File: config.mk
export PLATFORM = sky130hd
export DESIGN_NAME = wire_cmd_sampler
export DESIGN_NICKNAME = d
export VERILOG_FILES = /design/src/rtl/wire_cmd_sampler.sv
export SDC_FILE = /design/constraint.sdc
export NUM_CORES = 1
export LEC_CHECK = 0
export CORE_UTILIZATION = 57
export DETAILED_ROUTE_END_ITERATION = 10
export PLACE_DENSITY_LB_ADDON = 0.12
export SETUP_SLACK_MARGIN = 0.4
export SYNTH_ARGS = -nofsm -noshare
export SYNTH_HDL_FRONTEND = slang
export SYNTH_SLANG_ARGS = --single-unit
File: constraint.sdc
create_clock -name clk -period 4.91 [get_ports clk]
set_clock_uncertainty 0.15 [all_clocks]
set_input_delay 0.982 -clock clk [delete_from_list [all_inputs] [get_ports clk]]
set_output_delay 0.982 -clock clk [all_outputs]
set_load 0.01 [all_outputs]
File: src/rtl/wire_cmd_sampler.sv
// rtl/wire_cmd_sampler.sv - Wire In toggle-handshake command sampler with FWFT command FIFO
// Optional feature macro: WIRE_CMD_STATS_EN adds the stat_accepted counter port.
module wire_cmd_sampler #(
    parameter int DEPTH = 8,
    parameter int AW    = 3
) (
    input  logic          clk,
    input  logic          reset,
    input  logic [31:0]   wire_in,
    output logic [30:0]   dout,
    output logic          dout_valid,
    input  logic          dout_ready,
    output logic [AW:0]   count,
`ifdef WIRE_CMD_STATS_EN
    output logic [15:0]   stat_accepted,
`endif
    output logic [31:0]   ack_out
);

    typedef enum logic [1:0] {
        IDLE       = 2'd0,
        SETTLE     = 2'd1,
        WAIT_SPACE = 2'd2
    } state_t;

    localparam logic [AW:0]   FULL_CNT = (AW+1)'(DEPTH);
    localparam logic [AW:0]   CNT_ONE  = {{AW{1'b0}}, 1'b1};
    localparam logic [AW-1:0] PTR_ONE  = {{(AW-1){1'b0}}, 1'b1};

    state_t        state;
    logic          tog_seen;
    logic [AW-1:0] wr_ptr;
    logic [AW-1:0] rd_ptr;
    logic [30:0]   mem [DEPTH];

    logic          pending;
    logic          full;
    logic          push;
    logic          pop;
    logic [AW:0]   cnt_next;
    logic          tog_next;

    // Handshake qualifiers derived from registered state only, so a pop
    // in the current cycle can never open space for a push in the same cycle.
    always_comb begin
        pending = (wire_in[31] != tog_seen);
        full    = (count == FULL_CNT);
        pop     = dout_valid && dout_ready;
        push    = 1'b0;
        case (state)
            SETTLE:     push = pending && !full;
            WAIT_SPACE: push = !full;
            default:    push = 1'b0;
        endcase
    end

    // Next occupancy and next acknowledged toggle, shared by the count and
    // ack_out registers so the status word tracks them on the same edge.
    always_comb begin
        cnt_next = count;
        if (push && !pop) begin
            cnt_next = count + CNT_ONE;
        end else if (pop && !push) begin
            cnt_next = count - CNT_ONE;
        end
        tog_next = push ? wire_in[31] : tog_seen;
    end

    // Command sampling FSM: one settle cycle filters toggle glitches, then
    // the command is pushed or held until the FIFO has room.
    always_ff @(posedge clk or posedge reset) begin
        if (reset) begin
            state    <= IDLE;
            tog_seen <= 1'b0;
        end else begin
            tog_seen <= tog_next;
            case (state)
                IDLE: begin
                    if (pending) begin
                        state <= SETTLE;
                    end
                end
                SETTLE: begin
                    if (!pending) begin
                        state <= IDLE;
                    end else if (!full) begin
                        state <= IDLE;
                    end else begin
                        state <= WAIT_SPACE;
                    end
                end
                WAIT_SPACE: begin
                    if (!full) begin
                        state <= IDLE;
                    end
                end
                default: begin
                    state <= IDLE;
                end
            endcase
        end
    end

    // FIFO pointers, occupancy and the registered Wire Out status word;
    // reset discards every buffered command at once.
    always_ff @(posedge clk or posedge reset) begin
        if (reset) begin
            wr_ptr  <= '0;
            rd_ptr  <= '0;
            count   <= '0;
            ack_out <= '0;
        end else begin
            if (push) begin
                wr_ptr <= wr_ptr + PTR_ONE;
            end
            if (pop) begin
                rd_ptr <= rd_ptr + PTR_ONE;
            end
            count   <= cnt_next;
            ack_out <= {tog_next, 15'b0, 16'(cnt_next)};
        end
    end

    // Payload storage; the payload is taken from the wire in the push cycle.
    always_ff @(posedge clk) begin
        if (push) begin
            mem[wr_ptr] <= wire_in[30:0];
        end
    end

`ifdef WIRE_CMD_STATS_EN
    // Accepted-command counter, wraps naturally at 16 bits.
    always_ff @(posedge clk or posedge reset) begin
        if (reset) begin
            stat_accepted <= '0;
        end else if (push) begin
            stat_accepted <= stat_accepted + 16'd1;
        end
    end
`endif

    // First-word fall-through head of the FIFO.
    always_comb begin
        dout       = mem[rd_ptr];
        dout_valid = (count != '0);
    end

endmodule

==> results.toml, run 1 <==
[clocking]
cts-htree-levels = 1
cts_buffers = 25
cts_resized = 0
cts-root-buf = "clkbuf_16"
cts.path.max_buffers = 3
insertion_delay_ns = 0.52
clk_pin_slew_worst_paths_ns = 0.06
cts_setup_buffers = 0
holdBufCountCts = 0
cts_sinks = 261
cts_tree = "yes"

[hold_path]
worstHoldPathType = "reg2reg"

[detailed_routing]
drc = 1
ant_nets = 0
drt_wl_total_um = 18500
viasPerCell = 5.93
drtPass1Iterations = 9
vias = 4895
drt_iter0_markers = 349
wl_per_cell_um = 22.4

[sta]
post-route-period-util = 0.851
slew_headroom = 0.390
hold_viol = 0
slew_violations = 0
setup_viol = 0
max_freq_mhz = 239
fin_ws_ns = 0.732
tightest_slew_ns = 0.915
fin_crit_ns = 4.18
tns_ns = 0
rsz0062_at_grt = "no"

[placement]
finalWeightedCongestion = 0.801
io_buffers = 75
dpl.cell_count = 780
dpl_worst_slack_ns = 1.02
dp_hpwl_um = 10800

[finish]
n_antenna_cell = 0
nets = 624
instances_no_fill = 826
syn_to_final_growth_pct = 16.0
drive_gt1_frac = 0.154

[logic_synthesis]
synth-simple-area-share = 0.0152
synthAdderAreaFrac = 0.0129
synthMuxAreaShare = 0.189
syn_area_per_cell_um2 = 21.9
synth_xor_area_frac = 0.00328
synth_edf_count = 248
yosysSeqAreaShare = 0.727
synthCells = 489
syn_area_um2 = 10700
synth_cell_type_count = 40
async_flop_share = 0.0498
ys_warn_count = 0
ys_seq_elements = 261
synth_top_family_by_area = "multiplexers"
synth_compound_area_frac = 0.0135
yosys_most_used_dff = "edfxtp_1"

[global_route]
grt_pass1_vias = 5088
use_met3 = 0.0359
track_usage = 0.200
grt_start_max_net_pins = 43
use_met1 = 0.265
grt_pass1_wl_um = 28900
grt_util_met2 = 0.348
grt.busiest_layer = "met2"
overflow = 0
antenna_found_initial = 0

[worst_setup_path]
cp.buffers_inverters = 2
crit_type = "reg2out"
cp_cell_sequence = "buf_4, mux4_1, mux2_2, clkdlybuf4s50_1"
start_kind = "register"
cp_slowest_cell = "dfrtp_4"
critical-path-top-delay-family = "multiplexers"
required_ns = 3.78
worstPathArrival_ns = 3.05
max_stage_delay_ns = 0.83
crit_path_end_kind = "primary output"
crit_fanout = 36

[floorplanning]
io_pins = 103
initial_core_util = 0.589
rows = 49
dieHeight_um = 139
core-area_um2 = 18100
die-width_um = 139
dieArea_um2 = 19300

[status]
failed_checks = "DRC"
run_status = "finished with violations"

[pwr]
powerDensity_nw_per_um2 = 523
peakVddDrop_uv = 376
p_leak_nw = 4.24

[job]
cap_violations = 0
==> registers in the layout, indices dropped and copies added (netlist names) <==
signal   flops
ack_out      2
count        3
mem        248
rd_ptr       3
state        2
wr_ptr       3
==> cell type report <==
class	instances	area, um2
clock buffer	30	644
clock inverter	16	115
fill	1155	5750
inverter	11	41.3
multi-input combinational	191	2660
sequential	261	7780
tap	229	287
timing repair buffer	88	873
==> per-stage QoR <==
| stage | power [W] | utilization | area, um2 | hold WS, ns |
|---|---|---|---|---|
| floorplan | 0.00404 | - | 10800 | 0.331 |
| global route | 0.00677 | 0.683 | 12400 | 0.409 |
| finish | 0.00649 | 0.683 | 12400 | 0.380 |
| global placement | 0.00474 | 0.641 | 11600 | 0.346 |
| CTS | 0.00655 | 0.683 | 12400 | 0.385 |
| detailed placement | 0.00478 | 0.641 | 11600 | 0.372 |
==> cell usage after synthesis, types with 2 or more instances <==
cell type,n,area share
nand2b_1,2,0.0012
nand2_1,7,0.0025
o2111ai_1,2,0.0016
mux2_2,34,0.036
edfxtp_1,248,0.70
o211ai_1,2,0.0014
dfrtp_1,13,0.030
or3_1,2,0.0012
mux4_1,62,0.15
nor2b_1,2,0.0012
o31ai_1,2,0.0014
a21oi_1,3,0.0014
nor2_1,7,0.0025
o21ai_0,5,0.0023
ha_1,11,0.013
buf_1,3,0.0011
xnor2_1,3,0.0025
nor3_1,2,0.00094
nand3_1,3,0.0014
inv_1,11,0.0039
buf_6,7,0.0074
buf_4,32,0.022
clkbuf_1,9,0.0032
==> cells in the final DEF (no fill, tap or decap), types with 2 or more instances in the layout <==
cell type,count
edfxtp_1,248
clkdlybuf4s50_1,75
mux4_1,62
mux2_2,34
conb_1,27
clkbuf_16,25
inv_1,11
ha_1,11
buf_4,11
dfrtp_1,10
clkinv_1,8
nand2_1,7
nor2_4,6
o21ai_0,5
clkbuf_1,5
clkinv_2,4
nand3_1,3
a21oi_1,3
xnor2_1,3
nor2b_1,2
o31ai_1,2
or3_1,2
nand2b_1,2
o211ai_1,2
o2111ai_1,2
nor3_2,2
clkinvlp_4,2
buf_12,2
dfrtp_2,2
==> per-layer routing <==
| metal | up-vias | wire length, um |
|---|---|---|
| met2 | 129 | 9590 |
| met5 | - | 0 |
| met3 | 30 | 777 |
| met1 | 2557 | 7770 |
| met4 | 0 | 357 |
| li1 | 2179 | - |
==> cells by family after synthesis <==
logic type	after synthesis
DFF	261
xor gates and xnor gates	4
and+or+nand+nor	31
other	1
AOI/OAI and AO/OA	21
adders and majority gates	11
muxes	97
buffers and inverters	63
==> where the power goes <==
part	internal (W)	leakage, nW	switching, W
Combinational	0.00113	1.48	0.000761
Sequential	0.00259	2.39	0.000239
Clock	0.000993	0.366	0.000776
==> path summary, 6_finish.rpt <==
| check | start | to | slack, ns | depth (start not counted) |
|---|---|---|---|---|
| setup / recovery | rd_ptr[0]$_DFFE_PP0P_ | dout[18] | 0.73 | 4 |
| hold / removal | wr_ptr[0]$_DFFE_PP0P_ | wr_ptr[0]$_DFFE_PP0P_ | 0.38 | 1 |
| setup reg to reg | state[0]$_DFFE_PP0P_ | mem[2][20]$_DFFE_PP_ | 1.98 | 6 |
| hold reg to reg | wr_ptr[0]$_DFFE_PP0P_ | wr_ptr[0]$_DFFE_PP0P_ | 0.38 | 1 |
| max in group asynchronous | reset | rd_ptr[0]$_DFFE_PP0P_ | 3.59 | 2 |
| min in group asynchronous | reset | count[0]$_DFFE_PP0P_ | 0.64 | 2 |
Power figures use the tool's default switching activity.
==> inputs of run 2 (changes only) <==
Settings changed: PLACE_DENSITY set to 0.9, PLACE_DENSITY_LB_ADDON 0.12 to not set.
==> results.toml, run 2 (synthesis gave the netlist of run 1 again) <==
[detailed_routing]
viasPerCell = 6.11
drtPass1Iterations = 10
drt_iter0_markers = 404
ant_nets = 0
drc = 7
vias = 5037
wl_per_cell_um = 25.0
drt_wl_total_um = 20600

[worst_setup_path]
crit_fanout = 33
worstSetupStartpoint = "rd_ptr[0]$_DFFE_PP0P_"
r2r_end = "mem[7][15]$_DFFE_PP_"
endpoint = "dout[1]"
start_kind = "register"
worstPathArrival_ns = 3.14
ff2ff_setup_slack_ns = 1.91
crit_path_end_kind = "primary output"
required_ns = 3.78
r2r-start = "state[0]$_DFFE_PP0P_"
crit_type = "reg2out"
reg2reg_depth = 5

[pwr]
peakVddDrop_uv = 376
pwr-share-clk = 0.303
p_seq_frac = 0.416
p_switching_w = 0.00186
power_switching_share = 0.272
power.internal_w = 0.00498
powerDensity_nw_per_um2 = 547
pwr-share-comb = 0.281
p_leak_nw = 4.29

[placement]
io_buffers = 75
finalWeightedCongestion = 0.734
dp_hpwl_um = 11600

[sta]
hold_viol = 0
max_freq_mhz = 234
holdWs_ns = 0.378
tns_ns = 0
setup_viol = 0
slew_headroom = 0.294
tightest_slew_ns = 1.06
fin_crit_ns = 4.27
slew_violations = 0
post-route-period-util = 0.870
rsz0062_at_grt = "no"

[clocking]
cts_sinks = 261
holdBufCountCts = 0
cts-htree-levels = 1
cts_buffers = 26
cts_setup_buffers = 0
clk_pin_slew_worst_paths_ns = 0.06
cts_tree = "yes"
cts-root-buf = "clkbuf_16"
insertion_delay_ns = 0.52
cts_resized = 0
cts.path.max_buffers = 3

[job]
cap_violations = 0

[finish]
fill_cells = 1054
largest_register_ff_count = 248
largest_register = "mem"
final_common_cell = "edfxtp_1"
drive_gt1_frac = 0.160
final_cell_mix = "edfxtp_1, clkdlybuf4s50_1, mux4_1, mux2_2"
nets = 621
n_antenna_cell = 0
syn_to_final_growth_pct = 16.9

[global_route]
grt_pass1_wl_um = 31100
antenna_found_initial = 1
grt_start_max_net_pins = 36
grt_pass1_vias = 5181
track_usage = 0.221
overflow = 0

[floorplanning]
initial_core_util = 0.589
io_pins = 103
rows = 49
die-width_um = 139
core-area_um2 = 18100
dieArea_um2 = 19300
dieHeight_um = 139

[hold_path]
worstHoldPathType = "reg2reg"

[status]
failed_checks = "DRC"
run_status = "finished with violations"
-- run 2: cell types whose count changed in the layout (fill, tap and decap cells not counted), sizes merged --
cell	change
clkinv	-1
clkinvlp	-2
clkbuf	+1
bufinv	+4
buf	-4
-- run 2: metal layers --
layer / GRT usage / vias up / wire length (um)
met2: 0.376 / 209 / 10500
li1: - / 2174 / -
met1: 0.286 / 2602 / 8320
met5: 0 / - / 0
met4: 0.0953 / 0 / 710
met3: 0.0328 / 52 / 1070
-- run 2: metrics by stage --
stage	area (um2)	setup WS, ns	cells	power, W	util
5_1_grt	12500	0.524	824	0.00707	0.689
3_5_place_dp	11600	0.979	776	0.00478	0.639
3_3_place_gp	11600	1.11	776	0.00470	0.639
6_report	12500	0.636	824	0.00683	0.689
4_1_cts	12500	0.603	824	0.00687	0.689
2_1_floorplan	10800	0.573	515	0.00404	-
-- run 2: worst min path at each step --
| stage | start | to | slack [ns] | depth (start not counted) |
|---|---|---|---|---|
| 2_1_floorplan | state[1]$_DFFE_PP0P_ | state[1]$_DFFE_PP0P_ | 0.33 | 1 |
| 3_3_place_gp | state[1]$_DFFE_PP0P_ | state[1]$_DFFE_PP0P_ | 0.35 | 1 |
| 3_5_place_dp | state[1]$_DFFE_PP0P_ | state[1]$_DFFE_PP0P_ | 0.36 | 1 |
| 4_1_cts | state[1]$_DFFE_PP0P_ | state[1]$_DFFE_PP0P_ | 0.38 | 1 |
| 5_1_grt | wr_ptr[0]$_DFFE_PP0P_ | wr_ptr[0]$_DFFE_PP0P_ | 0.43 | 1 |
| 6_report | state[1]$_DFFE_PP0P_ | state[1]$_DFFE_PP0P_ | 0.38 | 1 |
-- run 2: critical path, cell delays in order, from the launching register on --
cell,delay (ns)
dfrtp_4,0.77
buf_4,0.41
mux4_1,0.63
mux2_2,0.28
clkdlybuf4s50_1,0.48
-- run 2: power groups by stage --
stage,logic (W),clock network [W],registers [W]
3_5_place_dp,0.00189,0,0.00289
3_3_place_gp,0.00184,0,0.00287
2_1_floorplan,0.00135,0,0.00268
4_1_cts,0.00193,0.00209,0.00285
5_1_grt,0.00203,0.00217,0.00287
6_report,0.00192,0.00207,0.00284
-- run 2: cell type report --
cell class	count	area [um2]	share of cell area
multi-input cells	191	2660	0.213
repair buffers	84	831	0.0665
clock inverters	17	209	0.0167
clock buffers	31	691	0.0553
inverters	11	41.3	0.00330
well taps	229	287	0.0229
flip-flops and latches	261	7780	0.623
